==> src/rtl/wr_ctrl_pkg.sv <==
// -----------------------------------------------------------------------------
// wr_ctrl_pkg
// Shared definitions for the Avalon-MM write burst controller:
//   - state_e     : controller FSM state encoding
//   - BOUNDARY_4K : size of the address window that bursts must not cross
//                   (only used when WR_BURST_CTRL_4K_BOUNDARY_EN is defined)
//   - min3()      : unsigned minimum of three 32-bit values
// -----------------------------------------------------------------------------
package wr_ctrl_pkg;

  typedef enum logic [1:0] {
    ST_IDLE  = 2'd0,
    ST_PLAN  = 2'd1,
    ST_BURST = 2'd2,
    ST_DONE  = 2'd3
  } state_e;

  localparam logic [12:0] BOUNDARY_4K = 13'd4096;

  function automatic logic [31:0] min3(input logic [31:0] a,
                                       input logic [31:0] b,
                                       input logic [31:0] c);
    logic [31:0] m;
    m = (a < b) ? a : b;
    m = (m < c) ? m : c;
    return m;
  endfunction

endpackage

==> src/rtl/wr_burst_planner.sv <==
// -----------------------------------------------------------------------------
// wr_burst_planner
// Computes the beat count of the next burst and holds it in a register
// (one cycle latency from i_load).
//   i_clk, i_rst_n : clock, async active-low reset
//   i_load         : capture a new burst length this cycle
//   i_remaining    : words still to be written for the packet
//   i_addr_lo      : low 12 bits of the burst start address
//                    (port exists only with WR_BURST_CTRL_4K_BOUNDARY_EN)
//   o_beats        : registered burst length (Avalon burstcount)
// Configuration macro: WR_BURST_CTRL_4K_BOUNDARY_EN
// -----------------------------------------------------------------------------
module wr_burst_planner
  import wr_ctrl_pkg::*;
#(
  parameter int MAX_BURST = 8,
  parameter int BC_W      = $clog2(MAX_BURST) + 1
`ifdef WR_BURST_CTRL_4K_BOUNDARY_EN
  , parameter int OFF_W   = 2
`endif
) (
  input  logic            i_clk,
  input  logic            i_rst_n,
  input  logic            i_load,
  input  logic [31:0]     i_remaining,
`ifdef WR_BURST_CTRL_4K_BOUNDARY_EN
  input  logic [11:0]     i_addr_lo,
`endif
  output logic [BC_W-1:0] o_beats
);

  logic [31:0]     w_limit;
  logic [BC_W-1:0] r_beats;

`ifdef WR_BURST_CTRL_4K_BOUNDARY_EN
  logic [12:0] w_room;

  // Words left before the next 4 KiB boundary; address is word aligned so
  // this is always at least one.
  always_comb begin
    w_room = (BOUNDARY_4K - {1'b0, i_addr_lo}) >> OFF_W;
  end

  assign w_limit = {19'd0, w_room};
`else
  assign w_limit = 32'(MAX_BURST);
`endif

  // Burst length register, loaded once per PLAN cycle.
  always_ff @(posedge i_clk or negedge i_rst_n) begin
    if (!i_rst_n) begin
      r_beats <= {BC_W{1'b0}};
    end else if (i_load) begin
      r_beats <= BC_W'(min3(i_remaining, 32'(MAX_BURST), w_limit));
    end
  end

  assign o_beats = r_beats;

endmodule

==> src/rtl/wr_burst_ctrl.sv <==
// -----------------------------------------------------------------------------
// wr_burst_ctrl
// Moves one packet from a show-ahead FIFO to memory as a series of Avalon-MM
// write bursts.
//   clk, reset                 : clock, async active-low reset
//   start                      : packet request, sampled only while rdy=1
//   pkt_begin, pkt_end         : packet byte offsets (len = end - begin)
//   write_address              : base byte address
//   fifo_empty, fifo_out       : show-ahead FIFO status and head word
//   rd_from_fifo               : FIFO pop (one per accepted beat)
//   rdy                        : idle / ready for start
//   done                       : one-cycle completion pulse
//   address, writedata, byteenable, write, burstcount, waitrequest :
//                                Avalon-MM burst master
// Configuration macro: WR_BURST_CTRL_4K_BOUNDARY_EN keeps every burst inside
// one 4 KiB window.
// -----------------------------------------------------------------------------
module wr_burst_ctrl
  import wr_ctrl_pkg::*;
#(
  parameter int DATA_W    = 32,
  parameter int ADDR_W    = 32,
  parameter int MAX_BURST = 8
) (
  input  logic                         clk,
  input  logic                         reset,
  input  logic                         start,
  input  logic [31:0]                  pkt_begin,
  input  logic [31:0]                  pkt_end,
  input  logic [ADDR_W-1:0]            write_address,
  input  logic                         fifo_empty,
  input  logic [DATA_W-1:0]            fifo_out,
  output logic                         rd_from_fifo,
  output logic                         rdy,
  output logic                         done,
  output logic [ADDR_W-1:0]            address,
  output logic [DATA_W-1:0]            writedata,
  output logic [DATA_W/8-1:0]          byteenable,
  output logic                         write,
  output logic [$clog2(MAX_BURST):0]   burstcount,
  input  logic                         waitrequest
);

  localparam int BYTES = DATA_W / 8;
  localparam int OFF_W = $clog2(BYTES);
  localparam int BC_W  = $clog2(MAX_BURST) + 1;

  state_e            r_state;
  logic [ADDR_W-1:0] r_addr;
  logic [31:0]       r_remaining;
  logic [OFF_W-1:0]  r_tail;
  logic [BC_W-1:0]   r_beat_cnt;

  logic [BC_W-1:0]   w_beats;
  logic [31:0]       w_len;
  logic [31:0]       w_words;
  logic [ADDR_W-1:0] w_start_addr;
  logic              w_in_burst;
  logic              w_write;
  logic              w_beat_ok;
  logic              w_last_beat;
  logic              w_final_word;
  logic [BYTES-1:0]  w_be;

  assign w_len        = pkt_end - pkt_begin;
  // ceil(len / BYTES) without widening the 32-bit length.
  assign w_words      = (w_len >> OFF_W) + {31'd0, (w_len[OFF_W-1:0] != {OFF_W{1'b0}})};
  assign w_start_addr = (write_address + ADDR_W'(pkt_begin)) & ~ADDR_W'(BYTES - 1);

  wr_burst_planner #(
    .MAX_BURST (MAX_BURST),
    .BC_W      (BC_W)
`ifdef WR_BURST_CTRL_4K_BOUNDARY_EN
    , .OFF_W   (OFF_W)
`endif
  ) u_planner (
    .i_clk       (clk),
    .i_rst_n     (reset),
    .i_load      (r_state == ST_PLAN),
    .i_remaining (r_remaining),
`ifdef WR_BURST_CTRL_4K_BOUNDARY_EN
    .i_addr_lo   (r_addr[11:0]),
`endif
    .o_beats     (w_beats)
  );

  // Beat handshake: write follows FIFO data, a beat is taken when the slave
  // is not stalling, and only then is the FIFO popped.
  assign w_in_burst   = (r_state == ST_BURST);
  assign w_write      = w_in_burst & ~fifo_empty;
  assign w_beat_ok    = w_write & ~waitrequest;
  assign w_last_beat  = (r_beat_cnt == (w_beats - BC_W'(1)));
  // r_remaining only drops at burst end, so subtract the beats already taken.
  assign w_final_word = ((r_remaining - 32'(r_beat_cnt)) == 32'd1);

  // Byte lanes: partial mask only on the packet's last word with a tail.
  always_comb begin
    if (!w_in_burst) begin
      w_be = {BYTES{1'b0}};
    end else if (w_final_word && (r_tail != {OFF_W{1'b0}})) begin
      w_be = ~({BYTES{1'b1}} << r_tail);
    end else begin
      w_be = {BYTES{1'b1}};
    end
  end

  // Controller FSM with packet address/length bookkeeping.
  always_ff @(posedge clk or negedge reset) begin
    if (!reset) begin
      r_state     <= ST_IDLE;
      r_addr      <= {ADDR_W{1'b0}};
      r_remaining <= 32'd0;
      r_tail      <= {OFF_W{1'b0}};
      r_beat_cnt  <= {BC_W{1'b0}};
    end else begin
      case (r_state)
        ST_IDLE: begin
          if (start) begin
            r_addr      <= w_start_addr;
            r_remaining <= w_words;
            r_tail      <= w_len[OFF_W-1:0];
            r_beat_cnt  <= {BC_W{1'b0}};
            r_state     <= (pkt_end > pkt_begin) ? ST_PLAN : ST_DONE;
          end
        end
        ST_PLAN: begin
          r_beat_cnt <= {BC_W{1'b0}};
          r_state    <= ST_BURST;
        end
        ST_BURST: begin
          if (w_beat_ok) begin
            if (w_last_beat) begin
              r_addr      <= r_addr + (ADDR_W'(w_beats) << OFF_W);
              r_remaining <= r_remaining - 32'(w_beats);
              r_beat_cnt  <= {BC_W{1'b0}};
              r_state     <= (r_remaining == 32'(w_beats)) ? ST_DONE : ST_PLAN;
            end else begin
              r_beat_cnt <= r_beat_cnt + BC_W'(1);
            end
          end
        end
        ST_DONE: begin
          r_state <= ST_IDLE;
        end
        default: begin
          r_state <= ST_IDLE;
        end
      endcase
    end
  end

  assign write        = w_write;
  assign rd_from_fifo = w_beat_ok;
  assign writedata    = w_in_burst ? fifo_out : {DATA_W{1'b0}};
  assign byteenable   = w_be;
  assign address      = r_addr;
  assign burstcount   = w_beats;
  assign rdy          = (r_state == ST_IDLE);
  assign done         = (r_state == ST_DONE);

endmodule
==> config.mk <==
export PLATFORM = sky130hd
export DESIGN_NAME = wr_burst_ctrl
export DESIGN_NICKNAME = d
export VERILOG_FILES = /design/src/rtl/wr_ctrl_pkg.sv /design/src/rtl/wr_burst_planner.sv /design/src/rtl/wr_burst_ctrl.sv
export SDC_FILE = /design/constraint.sdc
export NUM_CORES = 1
export LEC_CHECK = 0
export BUFFER_PORTS_ARGS = -buffer_cell sky130_fd_sc_hd__clkbuf_2
export CORE_MARGIN = 8
export CORE_UTILIZATION = 41
export CTS_CLUSTER_SIZE = 14
export DETAILED_ROUTE_END_ITERATION = 7
export HOLD_SLACK_MARGIN = 0.08
export PLACE_DENSITY_LB_ADDON = 0.25
export SLEW_MARGIN = 0
export SYNTH_ARGS = -nofsm -noshare
export SYNTH_HDL_FRONTEND = slang
export SYNTH_HIERARCHICAL = 1
export SYNTH_SLANG_ARGS = --single-unit
==> constraint.sdc <==
create_clock -name clk -period 3.6 [get_ports clk]
set_clock_uncertainty 0.05 [all_clocks]
set_input_delay 0 -clock clk [delete_from_list [all_inputs] [get_ports clk]]
set_output_delay 0 -clock clk [all_outputs]
set_load 0.005 [all_outputs]
# After elaboration in Yosys (flattened, before gate mapping)

Cells that the tools add are included.

Reductions and logical operators: 10
Bitwise logic cells: 5
Multiplexer cells: 23
Equal/unequal tests: 9
Shift-type cells: 1
Magnitude comparators: 3
Add/subtract/negate cells: 8

Operators by type and width:

| operator            | count |
|---|---|
| $mux 32             | 8 |
| $pmux 32 s2         | 2 |
| $lt 32x4->1 const B | 2 |
| $sub 32x4->32       | 2 |
| $add 32x32->32      | 1 |
| $add 32x6->32       | 1 |
| $eq 32x1->1 const B | 1 |
| $eq 32x4->1         | 1 |
| $gt 32x32->1        | 1 |
| $sub 32x32->32      | 1 |
| $add 30x1->31       | 1 |
| $mux 4              | 6 |
| $pmux 4 s3          | 1 |
| $mux 2              | 5 |
| $pmux 2 s4          | 1 |
| $reduce_and 3->1    | 2 |
| $reduce_bool 2->1   | 3 |
| $add 4x1->4 const B | 1 |
| $eq 2x2->1 const B  | 2 |
| $eq 4x4->1          | 1 |
| $ne 2x2->1 const B  | 2 |
| $not 4->4           | 1 |
| $reduce_and 4->1    | 1 |
| $shl 4x2->4 const A | 1 |
| 9 further kinds     | 11 |

Bits in registers: 76
Word-level logic and storage cells: 65
Output and inout port bits: 76
Input port bits: 133

# Logic depth before layout (Yosys ltp)

Gate-level depths: netlist of the first run.

Depth after elaboration: 5
Mapped depth: 15
Depth with buffers taken out: 15

# Cells and area by module

The synthesis of the first run kept the hierarchy.

Modules (own cells, without submodules):

| module           | cells an instance | sequential area each (µm²) | times used | area each (µm²) |
|---|---|---|---|---|
| wr_burst_ctrl    | 1,200             | 1,751.7                    | 1          | 8,799.7 |
| wr_burst_planner | 25                | 100.1                      | 1          | 272.8 |

# Worst setup path before layout of the first run

No wires, ideal clock.

Path type: input -> register
Start: in pkt_end[0]
End: reg r_remaining[24]
Slack: 0.290 ns
Arrival time: 3.134 ns
Library setup time: 0.126 ns
Data required time: 3.424 ns
Stages: 14
Path through: inv_1 > ha_1 > inv_1 > fa_1 > a211oi_2 > o211ai_2 > and3b_1 > o2111ai_1 > o311ai_1 > or4_4 > nor4_4 > nand4_1 > xnor2_1 > a221o_1

Longest elaborated chain between the ends: 5

RTL lines:

| item                   | RTL line             | RTL |
|---|---|---|
| start: declaration     | wr_burst_ctrl.sv:29  | `input logic [31:0] pkt_end,` |
| $sub 32x32->32 *       | wr_burst_ctrl.sv:65  | `assign w_len = pkt_end - pkt_begin;` |
| $reduce_bool 2->1      | wr_burst_ctrl.sv:67  | `assign w_words = (w_len >> OFF_W) + {31'd0, (w_len[OFF_W-1:0] != {OFF_W{1'b0}})};` |
| $add 30x1->31 *        | wr_burst_ctrl.sv:67  |  |
| $mux 32 *              | wr_burst_ctrl.sv:118 | `if (start) begin` |
| $pmux 32 s2 *          | wr_burst_ctrl.sv:116 | `case (r_state)` |
| end signal: assignment | wr_burst_ctrl.sv:120 | `r_remaining <= w_words;` |
| end signal: assignment | wr_burst_ctrl.sv:134 | `r_remaining <= r_remaining - 32'(w_beats);` |
| end: declaration       | wr_burst_ctrl.sv:50  | `logic [31:0] r_remaining;` |

Every way passes the cells marked *; elsewhere a longest branch is shown, timed or not. The select of a mux whose other input is x is not followed.
A chain may end at the register's enable or synchronous reset.

# Worst setup path in the final report of the first run

Start: reg r_remaining[1]
End: reg r_remaining[29]

Longest elaborated chain between the ends: 4

RTL lines:

| item          | RTL line             | RTL |
|---|---|---|
| $sub 32x4->32 | wr_burst_ctrl.sv:134 |  |
| $mux 32       | wr_burst_ctrl.sv:132 | `if (w_last_beat) begin` |
| $mux 32       | wr_burst_ctrl.sv:131 | `if (w_beat_ok) begin` |
| $pmux 32 s2   | wr_burst_ctrl.sv:116 |  |

Every way passes these cells. The select of a mux whose other input is x is not followed.

==> impl_metrics.toml, run 1 <==
[run_status]
status = "finished clean"

[synth]
async_reset_ff_share_pct = 100.0
syn_avg_cell_area_um2 = 7.406
synth_xor_area_share_pct = 7.916
synth_edf_count = 0
synth_seq_area_share_pct = 20.41
muxShareOfSynthArea_pct = 0.4413
ys.flop_type = "dfrtp_1"
synth_area_um2 = 9072
synth_cell_types = 84
synth_compound_area_share_pct = 26.66
synthAdderAreaFrac_pct = 11.64
synth_top_family_by_area = "simple AND/OR/NAND/NOR gates"
synthCells = 1225
synth_seq_cells = 74
yosys_warnings = 6
synthSimpleGateAreaFrac_pct = 27.68

[cts]
clock_latency_ns = 0.34
cts_tree = "done"
htreeDepth = 3
postCtsSetupRepairBufs = 0
cts_inserted_buffers = 9
path_clk_slew_ns = 0.06
cts.sinks = 74
clockRootBuffer = "clkbuf_16"
cts.path.max_buffers = 2

[sta]
hold_viol_final = 0
tns_ns = 0
fmax_mhz = 300.3
rsz0062_at_grt = "no"
slew-limit-headroom_pct = 31.99
finalWorstSetupSlack_ns = 0.2699
worst_slew_pin_slew_ns = 1.020
finalHoldWorstSlack_ns = 0.1220
setup_violations = 0
finalCriticalPeriod_ns = 3.330
slew_viol_final = 0
min_period_over_period_pct = 92.50

[setup_path]
worstSetupStartpointType = "register"
crit_path_max_fanout = 7
cp_data_required_time_ns = 3.75
crit_arrival_ns = 3.48
path_class = "reg2reg"
cp-end-kind = "register"

[route]
drc = 0
post_drt_wl_per_cell_um = 17.74
routed_wl_um = 30560
vias = 9899
drt-pass1-iter-count = 5
ant_nets = 0
avgViaCountPerCell = 5.745
drt-initial-drc-count = 851

[power]
p_int_mw = 3.095
p_per_area_nw_per_um2 = 534.6
seq_power_share_pct = 29.1
combPwrFrac_pct = 54.5
ir_drop_mv = 0.2634
clockPowerShare_pct = 16.4
p_switching_mw = 2.774
switching_share_pct = 47.27
leakage_nw = 4.921
power_mw = 5.868

[layout]
finish.utilization_pct = 50.46
instances_no_fill = 1723
drive_gt1_share_pct = 21.14
final_cell_area_um2 = 10980
syn_to_final_growth_pct = 21.00
nets = 1655
mostFrequentLayoutCells = "clkbuf_2, a21oi_1, nor2_1, nand2_1, o21ai_0"
antenna_cells = 0
final_common_cell = "clkbuf_2"
filler_cell_count = 2189

[place]
portBuffers = 206
dpl.cell_count = 1703
globalplace.congestion = 0.9281
dpl_worst_slack_ns = 0.1163
dpl.hpwl_um = 24560
dpl_cell_area_um2 = 10600

[run]
cap_violations = 0

[min_path]
holdCritPathClass = "in2reg"

[die]
io_pins = 209
fp.dieW_um = 164.8
die_h_um = 164.8
core-area_um2 = 21760
start_util_pct = 41.70
rows = 54
die_area_um2 = 27140

[global_routing]
grt_use_total_pct = 21.67
grt_pass1_wl_um = 48000
antenna_found_initial = 0
grt_max_degree = 75
overflow = 0
grt_pass1_vias = 9448
## routing by layer
metal / GRT usage (%) / routed length [µm]
met1: 29.61 / 13730
met2: 35.10 / 14580
met3: 2.891 / 1708
met4: 6.102 / 534
met5: 0 / 0
## power groups by stage
| stage | Combinational, mW | Sequential [mW] | Clock [mW] |
|---|---|---|---|
| after floorplan | 2.18 | 1.51 | 0 |
| after global placement | 3.10 | 1.70 | 0 |
| after detailed placement | 3.14 | 1.70 | 0 |
| after CTS | 3.17 | 1.69 | 0.977 |
| after global routing | 3.55 | 1.76 | 1.01 |
| final | 3.20 | 1.71 | 0.963 |
## worst paths after layout
kind                            slack, ns         startpoint  cells after the start         endpoint
worst max-delay path                 0.27     r_remaining[1]                     13  r_remaining[29]
max in group asynchronous            2.44              reset                      2    r_beat_cnt[1]
worst min register to register       0.48         address[2]                      2       address[2]
worst max register to register       0.27     r_remaining[1]                     13  r_remaining[29]
min in group asynchronous            0.31              reset                      2       address[3]
worst min-delay path                 0.12  write_address[30]                      4      address[30]
## final cells by class
type / instances / area (µm²) / area share [%]
clock buffers: 9 / 225.2 / 2.052
clock inverters: 5 / 81.33 / 0.7408
inverters: 69 / 259.0 / 2.359
multi-input cells: 1029 / 6765 / 61.63
flip-flops and latches: 74 / 1853 / 16.88
well taps: 280 / 350.3 / 3.191
repair buffers: 257 / 1444 / 13.15
## flip-flops by register name, summed over array words and instances (netlist names)
register / flops
address: 30
r_beat_cnt: 4
r_remaining: 32
r_state: 2
u_planner/o_beats: 4
r_tail: 2
## cell usage after synthesis, types with 16 or more instances
library cell | n | area (µm²)
inv_1 | 68 | 255.2
o211ai_1 | 17 | 127.6
nor2_1 | 110 | 412.9
ha_1 | 78 | 975.9
xnor2_1 | 49 | 429.2
nand4_1 | 20 | 125.1
nand2b_1 | 17 | 106.4
a21oi_1 | 123 | 615.6
nor3_1 | 41 | 205.2
nor2b_1 | 18 | 112.6
o21ai_0 | 82 | 410.4
a21o_1 | 31 | 232.7
nor4_1 | 20 | 125.1
nand3_1 | 37 | 185.2
a31oi_1 | 16 | 100.1
and2_1 | 41 | 256.5
or3_1 | 17 | 106.4
nand2_1 | 94 | 352.8
dfrtp_1 | 74 | 1852
xor2_1 | 33 | 289.0
clkbuf_1 | 44 | 165.2
## kinds of logic after synthesis
family                     Yosys count
muxes                                4
AOI/OAI and AO/OA                  383
buffers and inverters              123
adders and majority gates           82
other                                1
DFF                                 74
and+or+nand+nor                    476
xor gates and xnor gates            82
## timing repair
item,in CTS,in global routing
setup endpoints to repair,0,5
endpoints found under the hold margin,78,0
gates resized for setup,0,5
hold buffers,6,0
## critical path: stages (launching register included)
cell	delay [ns]
dfrtp_1	0.42
ha_1	0.32
nor2b_1	0.14
o21a_1	0.20
o21ai_0	0.28
nand4_1	0.19
or2_2	0.35
or3_1	0.33
nand2b_1	0.17
nor3_1	0.14
buf_4	0.18
a21oi_1	0.07
o21ai_0	0.20
o221ai_1	0.14
No activity file was read; power rests on OpenSTA's default activity.
==> run 2, diff against run 1 <==
- SYNTH_HIERARCHICAL: 1 -> default
==> run 2 against run 1 <==
Effect of this change:
- worst hold slack got worse by 0.037 ns
- sequential power is 6% lower
- final cell count decreased by 3.3%
- register-to-register slack better by 0.11 ns
- clock-buffer cell count stayed put
- sequential cell count did not move
- wire length is 1.4% lower
- worst setup slack got worse by 0.11 ns
- critical endpoint is now byteenable[2]
- highest routed layer unchanged
==> impl_metrics.toml, run 2 <==
[synth]
synth_area_um2 = 8718
syn_avg_cell_area_um2 = 7.471
synth_common_cells = "a21oi_1, nand2_1, o21ai_0, nor2_1, ha_1"
synth_seq_cells = 74
synth_edf_count = 0
synth_compound_area_share_pct = 26.31
synth_cell_types = 76
synth_top_family_by_area = "compound AO/OA/AOI/OAI gates"
synth_seq_area_share_pct = 21.24
yosys_warnings = 0
synthAdderAreaFrac_pct = 12.11
synth_xor_area_share_pct = 8.840
yosys-top-cells-area = "dfrtp_1, ha_1, a21oi_1, o21ai_0, xnor2_1"
yosysTopAreaCellShare_pct = 21.24
synth.most_common_cell = "a21oi_1"
synthSimpleGateAreaFrac_pct = 26.06
async_reset_ff_share_pct = 100.0
synthCells = 1167
muxShareOfSynthArea_pct = 0.3444
synth_area_leader_cell = "dfrtp_1"
ys.flop_type = "dfrtp_1"

[setup_path]
crit_buf_inv = 1
critPathTopFamily = "simple AND/OR/NAND/NOR gates"
reg2reg_from = "r_remaining[6]"
crit_arrival_ns = 3.39
critPathSlowestCell = "or3_4"
rr_worst_depth = 10
cp.depth = 11
crit_path_max_fanout = 8
cp_data_required_time_ns = 3.55
crit_chain = "or3_4, or2_4, or3_4, nor4_2, nand3_1, o21ai_1, nand2_1, nor4_2, a31oi_2, a31o_2, clkbuf_2"
worstSetupStartpointType = "register"
path_class = "reg2out"
cp-end-kind = "output pin"
startpoint = "r_remaining[6]"
critPathMaxStageDelay_ns = 0.46

[sta]
fmax_mhz = 290.4
tns_ns = 0
setup_violations = 0
worst_slew_pin_slew_ns = 1.029
min_period_over_period_pct = 95.65
finalWorstSetupSlack_ns = 0.1565
slew_viol_final = 0
slew-limit-headroom_pct = 31.39
hold_viol_final = 0
finalCriticalPeriod_ns = 3.443

[cts]
path_clk_slew_ns = 0.06
cts_tree = "done"
clockRootBuffer = "clkbuf_16"
clock_latency_ns = 0.35
htreeDepth = 3
cts.path.max_buffers = 2
cts.sinks = 74
cts_inserted_buffers = 9

[min_path]
min_path_cells = 5
min_from = "write_address[30]"
holdCritPathClass = "in2reg"

[route]
routed_wl_um = 30120
drc = 0
vias = 9537
ant_nets = 0
drt-pass1-iter-count = 6
drt-initial-drc-count = 741
avgViaCountPerCell = 5.724
post_drt_wl_per_cell_um = 18.08

[global_routing]
grt_pass1_vias = 9140
grt_util_met1_pct = 30.10
met3_usage_pct = 3.366
met2_usage_pct = 36.14
busiest_layer = "met2"
grt_use_total_pct = 22.25
overflow = 0
antenna_found_initial = 0
grt_max_degree = 91
grt_pass1_wl_um = 47690

[place]
dpl.hpwl_um = 23830
globalplace.congestion = 0.9340
dpl_worst_slack_ns = 0.02878
dpl.cell_count = 1638
portBuffers = 206
dpl_cell_area_um2 = 10190

[layout]
drive_gt1_share_pct = 21.64
mostFrequentLayoutCells = "clkbuf_2, a21oi_1, nand2_1, o21ai_0, nor2_1"
instances_no_fill = 1666
final_common_cell = "clkbuf_2"
regMostFlops = "r_remaining"
antenna_cells = 0
nets = 1601
final_cell_area_um2 = 10700
largest_reg_flops = 32
syn_to_final_growth_pct = 22.76

[die]
fp.dieW_um = 161.8
rows = 53
die_area_um2 = 26190
core-area_um2 = 20960
start_util_pct = 41.60
die_h_um = 161.8
io_pins = 209

[run]
cap_violations = 0

[run_status]
status = "finished clean"

[power]
p_per_area_nw_per_um2 = 569.4
ir_drop_mv = 0.3308
leakage_nw = 4.879
-- run 2: cell types whose count changed after synthesis, sizes merged, moves of 6 or more --
cell    before  now
a21o        31   22
a21oi      124  106
a22o         1   12
clkbuf      45   38
inv         68   57
nand2       96  102
nor2       111   96
nor4        26   15
o211ai      21   10
o21ai       85  101
or2         10    4
-- run 2: path summary, 6_finish.rpt --
| path | to | slack [ns] |
|---|---|---|
| worst max register to register | r_remaining[26] | 0.38 |
| worst max-delay path | byteenable[2] | 0.16 |
| max in group asynchronous | r_remaining[6] | 2.44 |
| worst min register to register | u_planner.o_beats[0] | 0.46 |
| min in group asynchronous | r_state[0] | 0.28 |
| worst min-delay path | address[31] | 0.09 |
-- run 2: kinds of logic after synthesis --
| kind of cell | count (synthesis) |
|---|---|
| XOR/XNOR | 88 |
| flip-flops | 74 |
| adder cells (fa/ha/maj) | 82 |
| multiplexers | 3 |
| AND/OR/NAND/NOR | 447 |
| other | 1 |
| buffers and inverters | 109 |
| AO/OA/AOI/OAI | 363 |
-- run 2: layer usage --
metal  part of all wire (%)  wire, µm
met1                     45     13680
met3                    6.3      1887
met2                     46     14000
met5                      0         0
met4                    1.8       554
-- run 2: worst min-delay path, delay by kind of cell --
| kind | cells | cell delay (ns) |
|---|---|---|
| adder cells (fa/ha/maj) | 1 | 0.13 |
| XOR/XNOR | 1 | 0.12 |
| AO/OA/AOI/OAI | 2 | 0.11 |
| buffers and inverters | 1 | 0.08 |
-- run 2: layout make-up --
type / instances / area [µm²]
Fill cell: 2107 / 10250
Multi-Input combinational cell: 985 / 6516
Sequential cell: 74 / 1853
Timing Repair Buffer: 258 / 1454
Tap cell: 275 / 344.1
Clock buffer: 9 / 225.2
Inverter: 58 / 217.7
Clock inverter: 7 / 92.59
-- run 2: stage by stage --
step,hold slack [ns],utilization [%],power [mW]
3_5_place_dp,0.1806,48.64,4.944
4_1_cts,0.08982,50.52,5.966
2_1_floorplan,-0.3456,-,3.707
6_report,0.08509,51.07,6.094
5_1_grt,0.1117,51.07,6.559
3_3_place_gp,0.1836,48.64,4.882
-- run 2: report_power, final --
group          internal (mW)  leakage (nW)  switching (mW)  total (mW)
sequential              1.15         0.931           0.460        1.61
clock                  0.607         0.160           0.381       0.988
combinational           1.44          3.79            2.05        3.49
total                   3.20          4.88            2.89        6.09
-- run 2: timing repair --
action	in CTS	in global routing
cloned	0	0
hold buffers	7	0
pin swaps	0	7
resized for setup	2	15
setup endpoints to repair	2	9
endpoints found under the hold margin	79	0
setup buffers	0	5
==> run 3, diff against run 2 <==
- CORE_MARGIN: 8 -> 2
==> run 3 against run 2 <==
Effect of this change:
- die area down 14%
- worst hold slack worse by 0.0019 ns
- clock-buffer cell count up 2
==> impl_metrics.toml, run 3 (synthesis gave the netlist of run 2 again) <==
[run_status]
status = "finished clean"

[setup_path]
crit_arrival_ns = 3.43
rr_endpoint = "r_state[1]"
reg2reg_slack_ns = 0.31
cp_common_cell = "or3_4"
startpoint = "r_remaining[6]"
worstSetupStartpointType = "register"
cp-end-kind = "output pin"
rr_worst_depth = 13
crit_path_max_fanout = 5
reg2reg_from = "r_remaining[6]"
path_class = "reg2out"
crit_chain = "or3_4, or2_4, or3_4, a2111oi_1, buf_4, nand2_1, xnor2_1, nor4_2, a31oi_2, a31o_2, clkbuf_2"
critPathSlowestCell = "dfrtp_2"
cp_data_required_time_ns = 3.55
cp-endpoint = "byteenable[2]"
critPathMaxStageDelay_ns = 0.44

[layout]
finish.utilization_pct = 50.92
instances_no_fill = 1664
largest_reg_flops = 32
drive_gt1_share_pct = 21.74
regMostFlops = "r_remaining"
nets = 1601
syn_to_final_growth_pct = 22.39
antenna_cells = 0
final_common_cell = "clkbuf_2"
final_cell_area_um2 = 10670
mostFrequentLayoutCells = "clkbuf_2, a21oi_1, nand2_1, o21ai_0, nor2_1"

[die]
start_util_pct = 41.60
die_h_um = 149.8
die_area_um2 = 22450
core-area_um2 = 20960
io_pins = 209
fp.dieW_um = 149.8
rows = 53

[sta]
finalWorstSetupSlack_ns = 0.1168
fmax_mhz = 287.1
slew_viol_final = 0
worst_slew_pin_slew_ns = 1.018
tns_ns = 0
finalHoldWorstSlack_ns = 0.08323
setup_violations = 0
finalCriticalPeriod_ns = 3.483
min_period_over_period_pct = 96.76
hold_viol_final = 0
rsz0062_at_grt = "no"
slew-limit-headroom_pct = 32.11

[route]
vias = 9397
routed_wl_um = 28450
post_drt_wl_per_cell_um = 17.10
wl_met3_um = 1555
drc = 0
drt-pass1-iter-count = 6
avgViaCountPerCell = 5.647
wl_met1_um = 13450
wl_met2_um = 13170
ant_nets = 0
drt-initial-drc-count = 682
dr.max_layer_used = "met4"

[global_routing]
grt_use_total_pct = 24.79
overflow = 0
grt_max_degree = 91
antenna_found_initial = 0
grt_pass1_vias = 8527
grt_pass1_wl_um = 44530

[power]
p_switching_mw = 2.820
switching_share_pct = 47.57
power_mw = 5.928
combPwrFrac_pct = 57.8
seq_power_share_pct = 27.1
p_per_area_nw_per_um2 = 555.6
leakage_nw = 4.861
clockPowerShare_pct = 15.1
p_int_mw = 3.108
ir_drop_mv = 0.2962

[place]
dpl_worst_slack_ns = 0.09783
portBuffers = 206
dpl.cell_count = 1639
globalplace.congestion = 0.9120
dpl.hpwl_um = 22400
dpl_cell_area_um2 = 10190

[cts]
cts_inserted_buffers = 9
clockRootBuffer = "clkbuf_16"
cts.path.max_buffers = 2
cts_tree = "done"
path_clk_slew_ns = 0.06
cts.sinks = 74
clock_latency_ns = 0.35
htreeDepth = 3

[min_path]
holdCritPathClass = "in2reg"

[run]
cap_violations = 0
-- run 3: cell types whose count changed in the layout (fill, tap and decap cells not counted), sizes merged --
cell | previous run | this run
dlygate4sd3 | 7 | 6
buf | 46 | 47
clkinvlp | 0 | 1
clkinv | 5 | 2
inv | 58 | 57
clkbuf | 214 | 216
bufinv | 2 | 1
-- run 3: worst min-delay path by stage --
stage | slack [ns] | cells after the start | start | to
floorplan | -0.35 | 0 | reset | address[10]
global placement | 0.19 | 1 | reset | r_beat_cnt[0]
detailed placement | 0.18 | 1 | reset | u_planner.o_beats[0]
CTS | 0.08 | 4 | write_address[28] | address[28]
global route | 0.14 | 4 | write_address[28] | address[28]
finish | 0.08 | 4 | write_address[28] | address[28]
-- run 3: area by class of cell --
cell class,instances,area (µm²)
clock buffers,11,232.7
multi-input cells,985,6541
fillers,2151,10280
well taps,275,344.1
inverters,58,217.7
repair buffers,258,1439
flip-flops and latches,74,1853
clock inverters,3,42.54
-- run 3: layer usage --
metal	vias up	track usage (%)
met4	0	4.906
met3	23	2.652
met1	4389	36.17
met2	283	39.70
li1	4702	-
met5	-	0
-- run 3: power groups by stage --
stage / logic (mW) / registers, mW / clock network, mW
after global placement: 3.26 / 1.59 / 0
after CTS: 3.35 / 1.59 / 0.903
after detailed placement: 3.30 / 1.59 / 0
after global routing: 3.79 / 1.66 / 0.924
after floorplan: 2.26 / 1.44 / 0
final: 3.43 / 1.61 / 0.894
-- run 3: what timing repair did --
| item | 4_1_cts | 5_1_grt |
|---|---|---|
| buffers inserted | 1 | 4 |
| hold buffers | 6 | 0 |
| pin swaps | 1 | 6 |
| gates resized for setup | 3 | 17 |
| endpoints found under the hold margin | 78 | 0 |
| endpoints found under the setup margin | 2 | 9 |
-- run 3: worst max-delay path, delay by kind of cell, from the launching register on --
| family | cells | cell delay [ns] |
|---|---|---|
| and+or+nand+nor | 5 | 1.35 |
| AOI/OAI and AO/OA | 3 | 0.85 |
| DFF | 1 | 0.44 |
| buffers and inverters | 2 | 0.30 |
| xor gates and xnor gates | 1 | 0.14 |
